<file path="src/rtl/uart_tx.sv">
// UART transmitter: serialises one latched word per handshake as
// start bit, DATA data bits LSB-first, optional parity bit and one stop bit,
// with every bit held for the latched prescale count of CLK cycles.
module uart_tx #(
    parameter int DATA = 8
) (
    input  logic            CLK,
    input  logic            RST,
    input  logic [DATA-1:0] P_DATA,
    input  logic            Data_Valid,
    input  logic            PAR_EN,
    input  logic            PAR_TYP,
    input  logic [5:0]      prescale,
    output logic            TX_OUT,
    output logic            Busy
);

    localparam logic [2:0] S_IDLE   = 3'd0;
    localparam logic [2:0] S_START  = 3'd1;
    localparam logic [2:0] S_DATA   = 3'd2;
    localparam logic [2:0] S_PARITY = 3'd3;
    localparam logic [2:0] S_STOP   = 3'd4;

    logic [2:0]      state_q, state_d;
    logic [5:0]      cnt_q, cnt_d;
    logic [3:0]      bit_q, bit_d;
    logic [DATA-1:0] data_q, data_d;
    logic            par_en_q, par_en_d;
    logic            par_typ_q, par_typ_d;
    logic [5:0]      presc_q, presc_d;
    logic            tx_q, tx_d;
    logic            busy_q, busy_d;

    logic            bit_last;
    logic            data_bit_d;
    logic            par_bit_d;

    // Last cycle of the current bit period; the shadow prescale is never 0
    // while a frame is running, so P-1 cannot underflow there.
    assign bit_last = (cnt_q == presc_q - 6'd1);

    // Next-state logic: accept in IDLE, then step through the frame bit by bit.
    always_comb begin
        state_d   = state_q;
        cnt_d     = cnt_q;
        bit_d     = bit_q;
        data_d    = data_q;
        par_en_d  = par_en_q;
        par_typ_d = par_typ_q;
        presc_d   = presc_q;
        case (state_q)
            S_IDLE: begin
                if (Data_Valid) begin
                    state_d   = S_START;
                    cnt_d     = 6'd0;
                    bit_d     = 4'd0;
                    data_d    = P_DATA;
                    par_en_d  = PAR_EN;
                    par_typ_d = PAR_TYP;
                    presc_d   = (prescale == 6'd0) ? 6'd1 : prescale;
                end
            end
            S_START: begin
                if (bit_last) begin
                    state_d = S_DATA;
                    cnt_d   = 6'd0;
                    bit_d   = 4'd0;
                end else begin
                    cnt_d = cnt_q + 6'd1;
                end
            end
            S_DATA: begin
                if (bit_last) begin
                    cnt_d = 6'd0;
                    if (bit_q == 4'(DATA - 1)) begin
                        state_d = par_en_q ? S_PARITY : S_STOP;
                        bit_d   = 4'd0;
                    end else begin
                        bit_d = bit_q + 4'd1;
                    end
                end else begin
                    cnt_d = cnt_q + 6'd1;
                end
            end
            S_PARITY: begin
                if (bit_last) begin
                    state_d = S_STOP;
                    cnt_d   = 6'd0;
                end else begin
                    cnt_d = cnt_q + 6'd1;
                end
            end
            S_STOP: begin
                if (bit_last) begin
                    state_d = S_IDLE;
                    cnt_d   = 6'd0;
                end else begin
                    cnt_d = cnt_q + 6'd1;
                end
            end
            default: begin
                state_d = S_IDLE;
                cnt_d   = 6'd0;
                bit_d   = 4'd0;
            end
        endcase
    end

    // Line level for the next cycle, derived from the next state so that the
    // registered outputs change on the same edge as the state itself.
    always_comb begin
        data_bit_d = 1'b0;
        for (int i = 0; i < DATA; i++) begin
            if (bit_d == 4'(i)) data_bit_d = data_d[i];
        end
        par_bit_d = (^data_d) ^ par_typ_d;
        case (state_d)
            S_START:  tx_d = 1'b0;
            S_DATA:   tx_d = data_bit_d;
            S_PARITY: tx_d = par_bit_d;
            default:  tx_d = 1'b1;
        endcase
        busy_d = (state_d != S_IDLE);
    end

    // State and output registers; reset aborts any frame and returns the line high.
    always_ff @(posedge CLK) begin
        if (RST) begin
            state_q   <= S_IDLE;
            cnt_q     <= 6'd0;
            bit_q     <= 4'd0;
            data_q    <= '0;
            par_en_q  <= 1'b0;
            par_typ_q <= 1'b0;
            presc_q   <= 6'd0;
            tx_q      <= 1'b1;
            busy_q    <= 1'b0;
        end else begin
            state_q   <= state_d;
            cnt_q     <= cnt_d;
            bit_q     <= bit_d;
            data_q    <= data_d;
            par_en_q  <= par_en_d;
            par_typ_q <= par_typ_d;
            presc_q   <= presc_d;
            tx_q      <= tx_d;
            busy_q    <= busy_d;
        end
    end

    assign TX_OUT = tx_q;
    assign Busy   = busy_q;

endmodule
</file>
<file path="config.mk">
export PLATFORM = sky130hd
export DESIGN_NAME = uart_tx
export DESIGN_NICKNAME = d
export VERILOG_FILES = /design/src/rtl/uart_tx.sv
export SDC_FILE = /design/constraint.sdc
export NUM_CORES = 1
export LEC_CHECK = 0
export ABC_AREA = 1
export CAP_MARGIN = 40
export CORE_MARGIN = 2
export CORE_UTILIZATION = 51
export CTS_CLUSTER_SIZE = 16
export DETAILED_ROUTE_END_ITERATION = 12
export GPL_ROUTABILITY_DRIVEN = 0
export PLACE_DENSITY = 0.79
export SKIP_CTS_REPAIR_TIMING = 1
export SLEW_MARGIN = 20
export SYNTH_ARGS = -nofsm -noshare
export SYNTH_HDL_FRONTEND = slang
export SYNTH_SLANG_ARGS = --single-unit
</file>
<file path="constraint.sdc">
create_clock -name CLK -period 1.91 [get_ports CLK]
set_input_delay 0.2865 -clock CLK [delete_from_list [all_inputs] [get_ports CLK]]
set_output_delay 0.2865 -clock CLK [all_outputs]
set_load 0.02 [all_outputs]
</file>
### Word level (Yosys, flattened, before mapping)

Cells that the tools add are included.

* word-level logic and storage cells: 68
* memories kept: 0
* latch bits: 0
* ROM bits: 0
* flip-flop bits (word level): 31
* output and inout bits: 2
* RAM bits: 0

* $add $sub $neg: 3
* $mul: 0
* bitwise logic cells: 1
* multiplexer cells: 30
* shift operators: 0
* reduce and logical (&&, ||, !) cells: 8
* eq/ne operators: 17
* order comparisons: 0
* div/mod/pow operators: 0

Operators by type and width (number)
* $mux 3: 7
* $eq 4x3->1 const B: 5
* $mux 6: 3
* $mux 4: 4
* $mux 8: 2
* $pmux 4 s4: 1
* $pmux 3 s5: 1
* $eq 3x2->1 const B: 4
* $pmux 6 s2: 1
* $mux 1: 10
* $eq 4x2->1 const B: 2
* $reduce_xor 8->1: 1
* $add 6x1->6 const B: 1
* $eq 3x1->1 const B: 2
* $eq 6x6->1: 1
* $logic_not 6->1: 1
* $sub 6x1->6 const B: 1
* $add 4x1->4 const B: 1
* $eq 4x1->1 const B: 1
* $logic_not 4->1: 1
* $reduce_or 4->1: 1
* $eq 3x3->1 const B: 1
* $logic_not 3->1: 1
* $pmux 1 s3: 1
* other kinds (5): 5

### Depth between registers and ports, before layout

Gate-level depths: netlist of the first run.

* depth in word-level cells: 14
* depth in mapped cells: 21
* depth with buffers taken out: 21

### Worst setup path after synthesis of the first run

Ideal clock, no wire load.

* kind: register to register
* from: register presc_q[0]
* to: register tx_q (netlist: TX_OUT)
* setup slack: -0.174 ns
* clock period less this slack: 2.084 ns
* data arrival time: 1.971 ns
* cell stages (with the launch flop): 20
* library setup time: 0.113 ns
* data required time: 1.797 ns
* cells stage by stage: dfxtp_1 > inv_2 > ha_1 > xnor2_1 > nor2_1 > nand2_1 > nor2_4 > nand3_4 > nand2_4 > nand2_4 > nand2_2 > o21ai_2 > nand2_1 > nand3_1 > nand2_1 > nand2_1 > nand3_1 > nand2_1 > nand2_1 > nand2_1

* word-level cells in the longest chain between the ends: 14
* elaborated cells between the ends (all ways): 30
* classes of those cells: 1 x add/sub; 11 x eq/ne; 17 x mux; 1 x reduce/logical

RTL lines
* start: declaration: line 30 `logic [5:0] presc_q, presc_d;`
* start signal: assignment: line 145 `presc_q <= presc_d;`
* $sub 6x1->6 *: line 40 `assign bit_last = (cnt_q == presc_q - 6'd1);`
* $eq 6x6->1 *: line 40
* $mux 4 (on tied branches): line 73, 64
* $pmux 4 s4: line 51 `case (state_q)`
* $logic_not 4->1: line 114 `if (bit_d == 4'(i)) data_bit_d = data_d[i];`
* $mux 1 (8 in a row): line 114
* $pmux 1 s3 *: line 117 `case (state_d)`
* end signal: assignment: line 146 `tx_q <= tx_d;`
* end: declaration: line 31 `logic tx_q, tx_d;`

Every way passes the cells marked *; elsewhere a longest branch is shown, timed or not.
A chain may end at the register's enable or synchronous reset.

### Final worst setup path of the first run

Same ends and word-level chain as after synthesis.

==> impl_metrics.tcl, run 1 <==
set metrics [dict create \
    maxCapViolCount 0 \
    drive_gt1_share_pct 32.6 \
    power_leakage_nw 1.23 \
    rsz0062_at_grt "yes" \
    cts_buffers 5 \
    ys_seq_area_share_pct 31.6 \
    path_class "register to register" \
    cts_sinks 31 \
    critPathLaunchType "register" \
    wl_met2_um 2410 \
    clock_skew_ps 8.02 \
    holdWs_ps 476 \
    syn-mean-instance-area_um2 7.02 \
    drv_slew 0 \
    design.portCount 21 \
    first_global_vias 1819 \
    comb_power_share_pct 36.0 \
    cp_max_fo 8 \
    coreArea_um2 3690 \
    drc 0 \
    grt-ovfl-total 0 \
    vdd_drop_max_v 0.000570 \
    htreeDepth 2 \
    cp_slowest_stage_delay_ps 390 \
    wire_per_inst_um 13.1 \
    rows 22 \
    fin_crit_ps 2230 \
    syn_area_um2 1970 \
    violations "setup timing" \
    clock_latency_ps 290 \
    cts_tree "done" \
    fin_crit_sh_pct 117 \
    status "complete, but fails checks" \
    hold_path_class "register to register" \
    worstPathRequired_ps 2100 \
    pwr-share-clk_pct 26.4 \
    setup_viol 7 \
    path_cells "inv_4, ha_4, xnor2_2, nor2_2, nand2_2, nor2_4, nand3_4, buf_6, clkinvlp_4, buf_6, o311ai_4, a21oi_1, nand2_1, nand2_1" \
    final_antenna_net_count 0 \
    synth-seq-cells 31 \
    start_util_pct 53.3 \
    synthArstFlopShare_pct 0 \
    grt_pass1_wl_um 7750 \
    switchingPower_mw 0.642 \
    place_hpwl_um 3480 \
    worstMarginPinSlew_ps 467 \
    grt_use_total_pct 22.9 \
    routed.top_layer "met4" \
    fmax_mhz 449 \
    seqPwrFrac_pct 37.6 \
    critPathArrivalTime_ps 2420 \
    clkTransAtPathRegs_ps 70 \
    vias 2057 \
    die_w_um 66.1 \
    end_kind "register" \
    power.density_nw_per_um2 694 \
    drt_pass1_iterations 4 \
    hold_viol 0 \
    areaGrowthSynthToFinish_pct 40.4 \
    slew_headroom_pct 68.7 \
    syn_inst 280 \
    slowest_stage "o311ai_4" \
    place_ws_ps -357 \
    cts.path.max_buffers 2 \
    yosys_warnings 0 \
    syn_nets 302 \
    synth_edf_count 0 \
    portBuffers 20 \
    fin_tns_setup_ps -1000 \
    viasPerCell 5.17 \
    antenna_found_initial 0 \
    final_common_cell "nand2_1" \
    wl_um 5210 \
    final_cell_mix "55 x nand2_1, 44 x buf_4, 29 x dfxtp_1, 29 x nor2_1, 26 x inv_1" \
    p_int_mw 1.27 \
    die_h_um 66.1 \
    route.met3.wl_um 268 \
    swShare_pct 33.5 \
    die_area_um2 4370 \
    ys.flop_type "dfxtp_1" \
    grt_max_degree 18 \
    drtIter0Drc 141 \
    cts_root_buf "clkbuf_8" \
    final_nets 371 \
    antennaDiodeCount 0 \
    wl_met1_um 2370 \
    ys_types 41 \
    fin_ws_ps -320 \
]
[cells in the mapped netlist (2+ instances only)]
library cell | n | area, µm²
nor2_1 | 33 | 124
o21ai_2 | 5 | 43.8
o21ai_0 | 9 | 45.0
o21ai_1 | 4 | 20.0
o22ai_1 | 2 | 12.5
nand2_1 | 60 | 225
nand2_2 | 4 | 25.0
xnor2_1 | 7 | 61.3
nor3_1 | 4 | 20.0
nand3_1 | 20 | 100
or2_2 | 3 | 18.8
clkbuf_1 | 3 | 11.3
nor2_4 | 3 | 33.8
a21oi_1 | 15 | 75.1
ha_1 | 3 | 37.5
inv_1 | 32 | 120
xor2_1 | 5 | 43.8
mux2i_2 | 2 | 27.5
nand4_1 | 4 | 25.0
nor3_2 | 3 | 30.0
inv_2 | 5 | 18.8
dfxtp_1 | 31 | 621
a21oi_4 | 2 | 32.5
nand2_4 | 4 | 45.0
[stage by stage]
| stage | utilization [%] | instances | power, mW | area, µm² |
|---|---|---|---|---|
| final | 74.8 | 398 | 1.92 | 2760 |
| after global routing | 74.8 | 398 | 2.00 | 2760 |
| after CTS | 70.6 | 392 | 1.84 | 2600 |
| after detailed placement | 68.4 | 384 | 1.34 | 2520 |
| after global placement | 68.4 | 384 | 1.33 | 2520 |
| after floorplan | - | 280 | 1.12 | 1980 |
[layer usage]
metal	global-route usage, %	up-vias
met3	5.62	16
li1	-	1037
met2	35.3	51
met1	31.5	953
met5	0	-
met4	7.14	0
[power by group through the flow]
stage               sequential (mW)  combinational, mW  clock (mW)
floorplan                     0.735              0.387           0
global placement              0.730              0.599           0
detailed placement            0.732              0.612           0
CTS                           0.717              0.617       0.507
global route                  0.725              0.748       0.530
finish                        0.720              0.690       0.506
[sequential cells by signal (all words and copies together) (netlist names)]
signal and flops:
par_typ_q 1, presc_q 6, TX_OUT 1, par_en_q 1, data_q 8, Busy 1, cnt_q 6, state_q 3
bit_q 4
[kinds of logic (layout without fill, tap and decap cells)]
kind of cell,after synthesis,after routing,synth area share [%]
mux,3,3,1.91
flops,31,31,31.6
xor+xnor,13,13,6.17
buf+inv,43,113,8.85
simple gates,144,144,35.5
compound gates,43,43,14.1
fa+ha+maj,3,3,1.91
[worst paths after layout]
check / startpoint / endpoint / slack, ps / depth (start not counted)
max: presc_q[0] / TX_OUT / -320 / 14
min: par_en_q / par_en_q / 480 / 2
max reg2reg: presc_q[0] / TX_OUT / -320 / 14
min reg2reg: par_en_q / par_en_q / 480 / 2
[final cells by class]
class,instances,area (µm²)
multi-input cells,206,1270
fillers,265,928
flip-flops and latches,31,623
repair buffers,68,576
inverters,37,145
clock buffers,7,76.3
well taps,48,60.1
clock inverters,1,5.00
[worst max-delay path: cells and delay by family, from the launching register on]
kind                     cells  cell delay (ps)
flip-flops                   1              350
AND/OR/NAND/NOR              6              440
XOR/XNOR                     1              150
adder cells (fa/ha/maj)      1              230
buffers and inverters        4              410
AO/OA/AOI/OAI                2              540
(Power assumes the default switching activity.)
==> run 2, diff against run 1 <==
--- a/config.mk
+++ b/config.mk
@@ -8,11 +8,11 @@
 export ABC_AREA = 1
 export CAP_MARGIN = 40
 export CORE_MARGIN = 2
-export CORE_UTILIZATION = 51
+export CORE_UTILIZATION = 55
 export CTS_CLUSTER_SIZE = 16
 export DETAILED_ROUTE_END_ITERATION = 12
 export GPL_ROUTABILITY_DRIVEN = 0
-export PLACE_DENSITY = 0.79
+export PLACE_DENSITY = 0.81
 export SKIP_CTS_REPAIR_TIMING = 1
 export SLEW_MARGIN = 20
 export SYNTH_ARGS = -nofsm -noshare
==> constraint.sdc (replaced) <==
create_clock -name CLK -period 2.3 [get_ports CLK]
set_input_delay 0.345 -clock CLK [delete_from_list [all_inputs] [get_ports CLK]]
set_output_delay 0.345 -clock CLK [all_outputs]
set_load 0.02 [all_outputs]
==> impl_metrics.tcl, run 2 (same netlist as run 1, synthesis figures left out) <==
set metrics [dict create \
    switchingPower_mw 0.482 \
    slowest_stage "dfxtp_2" \
    fmax_mhz 441 \
    start_util_pct 58.0 \
    drt_pass1_iterations 4 \
    wl_um 4470 \
    grt_max_degree 23 \
    cts_sinks 31 \
    worstMarginPinSlew_ps 431 \
    end_kind "register" \
    portBuffers 20 \
    pwr-share-clk_pct 23.7 \
    p_total_mw 1.42 \
    antenna_found_initial 0 \
    crit-reg2reg-launch "presc_q[0]" \
    p_int_mw 0.934 \
    top_regs "data_q: 8 flops, cnt_q: 6 flops, presc_q: 6 flops" \
    place_hpwl_um 3260 \
    rsz0062_at_grt "yes" \
    vdd_drop_max_v 0.000418 \
    hold_viol 0 \
    path_cells "inv_2, ha_4, xnor2_1, nor2_1, nand2_1, nor2_4, nand3_4, nand2_4, nand2_8, nand2_4, o21ai_4, nand2_2, nand3_1, nand2_1, nand2_1, nand3_1, nand2_1, nand2_1, nand2_1" \
    maxCapViolCount 0 \
    rrSetupSlack_ps 30 \
    final_common_cell "nand2_1" \
    cts_root_buf "clkbuf_4" \
    fin_util_pct 72.0 \
    drive_gt1_share_pct 21.6 \
    wire_per_inst_um 12.2 \
    final_nets 342 \
    path_common_cell "nand2_1" \
    clkTransAtPathRegs_ps 100 \
    die_w_um 63.8 \
    hold_path_class "register to register" \
    cp_slowest_stage_delay_ps 350 \
    holdPathEnd "par_en_q" \
    setup_viol 0 \
    largest_reg_flops 8 \
    cts_tree "done" \
    cts.path.max_buffers 2 \
    r2r-end "TX_OUT" \
    cp_max_fo 8 \
    path_class "register to register" \
    comb_power_share_pct 34.0 \
    coreArea_um2 3390 \
    critPathArrivalTime_ps 2510 \
    htreeDepth 2 \
    power_leakage_nw 1.09 \
    dp_cells 357 \
    clock_skew_ps 7.24 \
    rows 21 \
    first_global_vias 1733 \
    cts_buffers 5 \
    critPathLaunchType "register" \
    status "completed" \
    reg2regPathDepth 19 \
    vias 1900 \
    antennaDiodeCount 0 \
    power.density_nw_per_um2 580 \
    slew_headroom_pct 71.1 \
    final_cell_mix "56 x nand2_1, 33 x nor2_1, 31 x inv_1, 29 x dfxtp_1" \
    fin_crit_ps 2270 \
    cp_num_buf_inv 1 \
    worstPathRequired_ps 2550 \
    critPathTopFamily "simple AND/OR/NAND/NOR gates" \
    drc 0 \
    largest_register "data_q" \
    hold_path_depth 2 \
    design.portCount 21 \
    grt-ovfl-total 0 \
    areaGrowthSynthToFinish_pct 24.2 \
    swShare_pct 34.0 \
    place_area_um2 2320 \
    fin_cells 366 \
    stdcell_area_um2 2440 \
    min_from "par_en_q" \
    die_h_um 63.8 \
    grt_pass1_wl_um 7510 \
    final_antenna_net_count 0 \
    die_area_um2 4070 \
    seqPwrFrac_pct 42.3 \
    grt_use_total_pct 23.3 \
    drv_slew 0 \
    viasPerCell 5.19 \
    clock_latency_ps 340 \
    drtIter0Drc 118 \
    fin_crit_sh_pct 98.7 \
]
==> run 2: final cells by class <==
class | instances | area (µm²)
Multi-Input combinational cell | 206 | 1220
Inverter | 37 | 139
Sequential cell | 31 | 623
Clock buffer | 6 | 51.3
Fill cell | 256 | 948
Tap cell | 46 | 57.6
Timing Repair Buffer | 39 | 343
Clock inverter | 1 | 5.00
==> run 2: metrics by stage <==
step | setup TNS, ps | setup WS (ps) | hold WS [ps]
after global routing | -170 | -153 | 489
after global placement | -2.57 | -2.57 | 451
after detailed placement | -11.2 | -11.2 | 453
after floorplan | 0 | 216 | 414
after CTS | -57.5 | -57.5 | 468
final | 0 | 30.9 | 467
==> run 2: metal layers <==
metal	share of wire [%]	global-route usage (%)	routed length, µm
met1	47	30.1	2120
met2	47	38.2	2100
met3	4.0	3.87	180
met4	1.7	10.6	74
met5	0	0	0
==> run 2: worst max path at each step <==
| stage | from | endpoint | slack [ps] | depth (start not counted) |
|---|---|---|---|---|
| 3_3_place_gp | presc_q[1] | TX_OUT | -3 | 19 |
| 6_report | presc_q[0] | TX_OUT | 30 | 19 |
| 5_1_grt | presc_q[0] | TX_OUT | -150 | 18 |
| 2_1_floorplan | presc_q[0] | TX_OUT | 220 | 19 |
| 3_5_place_dp | presc_q[0] | TX_OUT | -10 | 19 |
| 4_1_cts | presc_q[1] | TX_OUT | -60 | 19 |
==> run 2: power groups by stage <==
stage | Combinational (mW) | Clock, mW | Sequential (mW)
floorplan | 0.316 | 0 | 0.609
global placement | 0.448 | 0 | 0.610
detailed placement | 0.458 | 0 | 0.610
CTS | 0.461 | 0.340 | 0.598
global route | 0.529 | 0.367 | 0.604
finish | 0.481 | 0.335 | 0.599
==> run 2: tightest hold or removal path, stage by stage (launching register included) <==
cell     delay, ps
dfxtp_1        310
inv_1           60
a21oi_1         60
